[config.mk]
export PLATFORM = sky130hd
export DESIGN_NAME = umi_port_arbiter
export DESIGN_NICKNAME = d
export VERILOG_FILES = /design/src/rtl/umi_port_arbiter.sv
export SDC_FILE = /design/constraint.sdc
export NUM_CORES = 1
export LEC_CHECK = 0
export BUFFER_PORTS_ARGS = -buffer_cell sky130_fd_sc_hd__buf_2
export CAP_MARGIN = 40
export CELL_PAD_IN_SITES_DETAIL_PLACEMENT = 2
export CELL_PAD_IN_SITES_GLOBAL_PLACEMENT = 2
export CORE_MARGIN = 10
export CORE_UTILIZATION = 33
export DETAILED_ROUTE_END_ITERATION = 12
export HOLD_SLACK_MARGIN = 0.05
export PLACE_DENSITY_LB_ADDON = 0.1
export SYNTH_ARGS = -nofsm -noshare
export SYNTH_HDL_FRONTEND = slang
export SYNTH_SLANG_ARGS = --single-unit
[constraint.sdc]
create_clock -name clk -period 3.49 [get_ports clk]
set_input_delay 0 -clock clk [delete_from_list [all_inputs] [get_ports clk]]
set_output_delay 0 -clock clk [all_outputs]
set_load 0.05 [all_outputs]
[src/rtl/umi_port_arbiter.sv]
`default_nettype none
// ============================================================================
// Module      : umi_port_arbiter
// Description : Per-output-port UMI arbiter with one-hot grant, transaction
//               lock until eom, fixed/round-robin modes, masking and
//               starvation promotion.
// Revision    : 1.0 - initial release
// ============================================================================
module umi_port_arbiter #(
    parameter int N      = 4,
    parameter int STARVE = 15,
    parameter int SW     = $clog2(STARVE + 1)
) (
    input  logic         clk,
    input  logic         reset,
    input  logic [1:0]   arbmode,
    input  logic [N-1:0] arbmask,
    input  logic [N-1:0] umi_in_request,
    input  logic [N-1:0] umi_in_eom,
    input  logic         umi_out_ready,
    output logic [N-1:0] grant,
    output logic         umi_out_valid,
    output logic [N-1:0] umi_in_ready,
    output logic         locked
);

    localparam int PW = $clog2(N);
    // Keep counters at least one bit wide so STARVE=0 still elaborates.
    localparam int CW = (SW < 1) ? 1 : SW;
    localparam logic [CW-1:0] C_STARVE = CW'(STARVE);

    typedef enum logic [0:0] {
        S_IDLE   = 1'b0,
        S_LOCKED = 1'b1
    } state_t;

    state_t          r_state;
    logic [N-1:0]    r_lockvec;
    logic [PW-1:0]   r_ptr;
    logic [CW-1:0]   r_cnt [N];

    logic [N-1:0]    w_mreq;
    logic [N-1:0]    w_starved;
    logic [N-1:0]    w_sel;
    logic [PW-1:0]   w_gidx;
    logic [PW-1:0]   w_ptr_next;
    logic            w_xfer;
    logic            w_eom;
    logic            w_unused;

    assign w_unused = arbmode[1];
    assign w_mreq   = umi_in_request & ~arbmask;

    genvar gi;
    generate
        for (gi = 0; gi < N; gi++) begin : g_starve
            assign w_starved[gi] = (STARVE != 0) && (r_cnt[gi] == C_STARVE) && w_mreq[gi];
        end
    endgenerate

    // Loops run from the far end so the last match written wins: that is the
    // lowest index (or the nearest position after ptr in round-robin).
    always_comb begin
        w_sel = '0;
        if (|w_starved) begin
            for (int i = N - 1; i >= 0; i--) begin
                if (w_starved[i]) begin
                    w_sel    = '0;
                    w_sel[i] = 1'b1;
                end
            end
        end else if (!arbmode[0]) begin
            for (int i = N - 1; i >= 0; i--) begin
                if (w_mreq[i]) begin
                    w_sel    = '0;
                    w_sel[i] = 1'b1;
                end
            end
        end else begin
            for (int k = N - 1; k >= 0; k--) begin
                if (w_mreq[(int'(r_ptr) + k) % N]) begin
                    w_sel = '0;
                    w_sel[(int'(r_ptr) + k) % N] = 1'b1;
                end
            end
        end
    end

    assign grant         = (r_state == S_LOCKED) ? r_lockvec : w_sel;
    assign umi_out_valid = (r_state == S_LOCKED) ? |(r_lockvec & umi_in_request) : |w_sel;
    assign umi_in_ready  = grant & {N{umi_out_ready}};
    assign locked        = (r_state == S_LOCKED);
    assign w_xfer        = umi_out_valid & umi_out_ready;

    always_comb begin
        w_gidx = '0;
        for (int i = 0; i < N; i++) begin
            if (grant[i]) w_gidx = PW'(i);
        end
    end

    assign w_eom      = umi_in_eom[w_gidx];
    assign w_ptr_next = (w_gidx == PW'(N - 1)) ? '0 : w_gidx + 1'b1;

    always_ff @(posedge clk) begin
        if (reset) begin
            r_state   <= S_IDLE;
            r_lockvec <= '0;
            r_ptr     <= '0;
        end else begin
            case (r_state)
                S_IDLE: begin
                    if (w_xfer) begin
                        if (!w_eom) begin
                            r_state   <= S_LOCKED;
                            r_lockvec <= grant;
                        end else if (arbmode[0]) begin
                            r_ptr <= w_ptr_next;
                        end
                    end
                end
                S_LOCKED: begin
                    if (w_xfer && w_eom) begin
                        r_state   <= S_IDLE;
                        r_lockvec <= '0;
                        if (arbmode[0]) r_ptr <= w_ptr_next;
                    end
                end
                default: begin
                    r_state   <= S_IDLE;
                    r_lockvec <= '0;
                end
            endcase
        end
    end

    // Wait counters run in both states and saturate at STARVE.
    generate
        for (gi = 0; gi < N; gi++) begin : g_cnt
            always_ff @(posedge clk) begin
                if (reset) begin
                    r_cnt[gi] <= '0;
                end else if (!w_mreq[gi] || (grant[gi] && w_xfer)) begin
                    r_cnt[gi] <= '0;
                end else if (r_cnt[gi] < C_STARVE) begin
                    r_cnt[gi] <= r_cnt[gi] + 1'b1;
                end
            end
        end
    endgenerate

endmodule
`default_nettype wire

## After elaboration in Yosys (flattened, before gate mapping)

Memory sizes are Yosys's and may differ from the RTL's.
Cells that the tools add are included.

- Add/subtract/negate cells: 8
- Multipliers: 0
- Divide/modulo/power cells: 0
- Order comparisons: 13
- Eq/ne operators: 9
- Shift-type cells: 0
- Multiplexer cells: 92
- Bitwise logic cells: 17
- Reductions and logical operators: 29

Operators with widths:

| cell | count |
|---|---|
| 2-to-1 mux 4 bit | 26 |
| 2-to-1 mux 1 bit | 47 |
| adder 4 x 1 -> 4 bit (second input constant) | 4 |
| == test 4 bit (second input constant) | 4 |
| < comparator 4 bit (second input constant) | 4 |
| 2-to-1 mux 2 bit | 7 |
| logical AND 1 bit | 13 |
| bitwise AND 4 bit | 3 |
| < comparator 3 x 4 -> 1 bit (second input constant) | 3 |
| OR reduction 4 bit | 3 |
| binary-select mux 1 bit (select 2 bit) | 5 |
| greater-or-equal comparator 3 x 1 -> 1 bit (second input constant) | 3 |
| demux 1 bit (select 2 bit) | 4 |
| OR 1 bit | 8 |
| one-hot mux 4 bit (2 select lines) | 1 |
| < comparator 2 x 3 -> 1 bit (second input constant) | 2 |
| != test 2 bit (second input constant) | 3 |
| AND reduction 3 bit | 2 |
| OR reduction 2 bit | 3 |
| adder 2 x 1 -> 2 bit (second input constant) | 2 |
| adder 2 bit (second input constant) | 2 |
| zero test 1 bit | 4 |
| logical OR 1 bit | 4 |
| inverter 4 bit | 1 |
| 8 further kinds | 10 |

- Register bits: 7
- Bits in latches: 0
- Bits in writable memories: 16
- ROM bits: 0
- Input bits: 17
- Output and inout port bits: 10
- Word-level logic and storage cells: 172
- Memories: 1

Memory list:

| name | depth | bits a word | rd ports | clocked after Yosys merged registers in | write ports | line | RTL |
|---|---|---|---|---|---|---|---|
| r_cnt | 4 | 4 | 4 | 0 | 4 | 40 | `logic [CW-1:0] r_cnt [N];` |

## Logic depth before layout (Yosys ltp)

- Word-level depth: 23
- Mapped depth: 12
- Mapped depth without buffers: 11

## Least setup slack after synthesis

OpenSTA, ideal clock, no wires.

- Kind: register to register
- From: reg r_ptr[0]
- To: mem r_cnt[0][0] (netlist name), enable pin
- Setup time: 0.263 ns
- Arrival time: 3.509 ns
- Data required time: 3.227 ns
- Slack: -0.282 ns
- Stages on the path, launching flop included: 12
- Buffers on the path: 1
- Clock period less this slack: 3.772 ns
- Path through: dfxtp_1 buf_4 inv_1 ha_1 and4b_1 or4_4 a211oi_2 a211oi_1 o21a_1 o41a_4 a211o_1 or2_1

RTL lines:

| what | line | RTL |
|---|---|---|
| from (decl) | 39 | `logic [PW-1:0] r_ptr;` |
| from (signal assigned) | 118 | `r_ptr <= w_ptr_next;` |
| from (signal assigned) | 126 | `if (arbmode[0]) r_ptr <= w_ptr_next;` |
| to (decl) | 40 |  |

==> results.tsv <==
stage	metric	value	unit
hold_path	worst hold path cell count	2	
hold_path	end of the worst hold path	locked	
pwr	Pwr per Cell Area	437.3	nW/um2
final_layout	area growth from synthesis to layout	22.43	%
drt	antenna-violating nets left	0	
sta	post-layout min period	3.400	ns
worst_setup_path	crit path max fanout	8	
logic_synthesis	unique cell type count in the Yosys netlist	67	
global_routing	largest net degree at the start of global routing	22	
drt	detailed-router iteration count before antenna repair	4	
cts	count of H-tree levels built during CTS	1	
drt	Total Wirelength	7.374	mm
placement	post-placement setup slack	0.01579	ns
final_layout	fraction of final layout cells with drive strength greater than 1	31.58	%
die	starting density of the core	34.53	%
drt	iteration-0 DRC count of the detailed router	114	
die	overall die height	99.41	um
logic_synthesis	mean area per synthesized cell	9.289	um2
die	Die ar.	9881	um2
final_layout	most used cells in the layout excluding fill and tap cells	sky130_fd_sc_hd__buf_2 (25), sky130_fd_sc_hd__buf_4 (18), sky130_fd_sc_hd__nand2_1 (16), sky130_fd_sc_hd__edfxtp_1 (16), sky130_fd_sc_hd__ha_1 (11)	
sta	PnR worst setup slack	0.08968	ns
worst_setup_path	logic depth of the worst register-to-register path	10	
worst_setup_path	Arrival @ worst endpoint	3.40	ns
worst_setup_path	Crit Path Class	reg -> reg	
die	CORE AREA	6026	um2
status	status	complete, no violations	
drt	DR DRC count	0	
global_routing	via count of the first global-routing pass	2259	
cts	Clock Tree Buf Depth	2	
die	number of top-level pins	27	
sta	Peak Freq	0.2941	GHz
pwr	static leakage	1.001	nW
global_routing	first-pass GRT wire length	12.01	mm
worst_setup_path	Critical Path End Type	register	
logic_synthesis	share of flip-flops with an asynchronous set or reset after synthesis	0	%
cts	number of buffers added by the clock tree synthesis step	3	
sta	count of final setup violators	0	
hold_path	worst hold start	reset	
logic_synthesis	Syn Std Cell Area	2081	um2
logic_synthesis	synthesis-stage register bit count	23	
logic_synthesis	Yosys warning count	0	
logic_synthesis	synthesized netlist net count	253	
cts	Clk Latency, worst-skew pair	0.27	ns
logic_synthesis	portion of the post-synthesis area used by sequential elements	29.83	%
sta	worst slew margin relative to its limit	69.35	%
worst_setup_path	kind of start point of the critical path	register	
cts	clock-pin slew on the worst setup and hold paths	0.09	ns
sta	transition time at the pin with the least slew margin	0.4533	ns
global_routing	total track usage	14.83	%
pwr	Max rail drop VDD	0.0002551	V
job	maximum capacitance violations	0	
global_routing	initial antenna violation count	0	
worst_setup_path	worst reg2reg setup slack	0.09	ns
cts	number of sinks handled by clock tree synthesis	23	
sta	share of the clock period used by the worst path	97.43	%
sta	skew final	0.002183	ns
worst_setup_path	Worst R2R End	r_cnt[3][0]	
cts	clock root buffer	sky130_fd_sc_hd__clkbuf_8	
final_layout	number of diodes	0	
final_layout	number of nets in the finished design	296	
hold_path	type of the worst min-delay path	in -> reg	
global_routing	total gr overflow	0	
placement	final weighted congestion in routability-driven placement	0.8163	
die	die span in x	99.41	um
logic_synthesis	EDFF count, synth	16	
drt	drt via density	5.924	
placement	sum of net half-perimeters after detailed placement	5.785	mm
die	Row Count	28	
logic_synthesis	most common flop cell mapped by yosys	sky130_fd_sc_hd__edfxtp_1	
pwr	sum of internal, switching and leakage power	1.114	mW
logic_synthesis	synthesized instance count	224	
sta	setup repair after global routing missed its margin	true	
placement	# port buffers	25	
sta	Final Max Slew Viols	0	
drt	total number of vias	2020	
final_layout	most frequent standard cell in the layout excluding fill and tap cells	sky130_fd_sc_hd__buf_2	
drt	average routed wire per standard cell	21.62	um
worst_setup_path	beginning of the worst register-to-register path	r_ptr[0]	
cts	clock tree from TritonCTS	yes	
worst_setup_path	worst endpoint required time	3.49	ns
sta	number of failing hold endpoints at the final stage	0	
## cell usage after synthesis, drive strengths merged (4+ instances only)
cell     n  area [um2]
nor4     4       31.28
nand2b   6       37.54
ha      12       150.1
o21ai   11       55.05
and3     8       50.05
edfxtp  16       480.5
a21oi   12       63.81
dfxtp    7       140.1
or4      4       41.29
or2      5       31.28
nor4bb   6       60.06
a22o     4       35.03
nand3   10       50.05
inv     10       37.54
nand2   17       63.81
and2     9       56.30
nor2     9       33.78
nor2b    5       31.28
## report_power, final
group	internal [mW]	leakage [nW]	switching, mW
Sequential	0.307	0.254	0.0244
Clock	0.0799	0.0255	0.0945
Combinational	0.237	0.722	0.371
## worst max path at each step
stage | slack (ns) | endpoint | startpoint
after floorplan | 0.03 | r_cnt[3][0] | r_ptr[0]
after global placement | 0.11 | r_cnt[2][1] | r_ptr[0]
after detailed placement | 0.02 | r_cnt[2][1] | r_ptr[0]
after CTS | 0.002 | r_cnt[2][2] | r_ptr[0]
after global routing | -0.05 | r_cnt[3][0] | r_ptr[0]
final | 0.09 | r_cnt[3][0] | r_ptr[0]
## through the flow
step	utilization [%]	std cells	hold WS (ns)	TNS [ns]	cell area (um2)
after floorplan	-	224	0.2719	0	2108
after global placement	39.99	334	0.3553	0	2410
after detailed placement	39.99	334	0.3658	0	2410
after CTS	40.76	338	0.08962	0	2456
after global routing	42.28	341	0.1154	-0.1329	2547
final	42.28	341	0.1032	0	2547
## kinds of logic after synthesis
kind of cell    after synthesis  share of synthesized area [%]
simple gates                105                          32.35
compound gates               61                          23.57
flops                        23                          29.83
buf+inv                      15                          3.247
fa+ha+maj                    12                          7.216
xor+xnor                      4                          1.684
mux                           4                          2.105
## area by class of cell
class                      count  area, um2
fill                         694       3478
multi-input combinational    186       1481
sequential                    23      625.6
timing repair buffer          43      260.3
tap                           75      93.84
clock buffer                   3      41.29
inverter                      10      40.04
clock inverter                 1      5.005
## worst max-delay path, cell delays in order (launching register included)
cell and delay, ns:
sky130_fd_sc_hd__dfxtp_4 0.37, sky130_fd_sc_hd__inv_4 0.05, sky130_fd_sc_hd__ha_4 0.26, sky130_fd_sc_hd__and4b_1 0.22
sky130_fd_sc_hd__or4_4 0.55, sky130_fd_sc_hd__a211o_1 0.29, sky130_fd_sc_hd__o211ai_2 0.22, sky130_fd_sc_hd__nand2_2 0.10
sky130_fd_sc_hd__o41a_4 0.52, sky130_fd_sc_hd__a2111oi_4 0.35, sky130_fd_sc_hd__nand2_1 0.20
## per-layer routing
layer	wire length, um	GRT usage (%)	up-vias
met4	48	3.308	0
li1	-	-	965
met2	3726	25.60	36
met3	209	2.145	6
met5	0	0	-
met1	3390	18.92	1013
## sequential cells by signal (all words and copies together) (netlist names)
signal,cells
locked,1
r_lockvec,4
r_ptr,2
r_cnt,16
## repair_timing
action,in CTS,in global routing
hold buffers,0,0
endpoints found under the setup margin,0,30
setup buffers,0,3
gates resized for setup,0,17
Note: power is estimated with default switching activity, not from simulation.
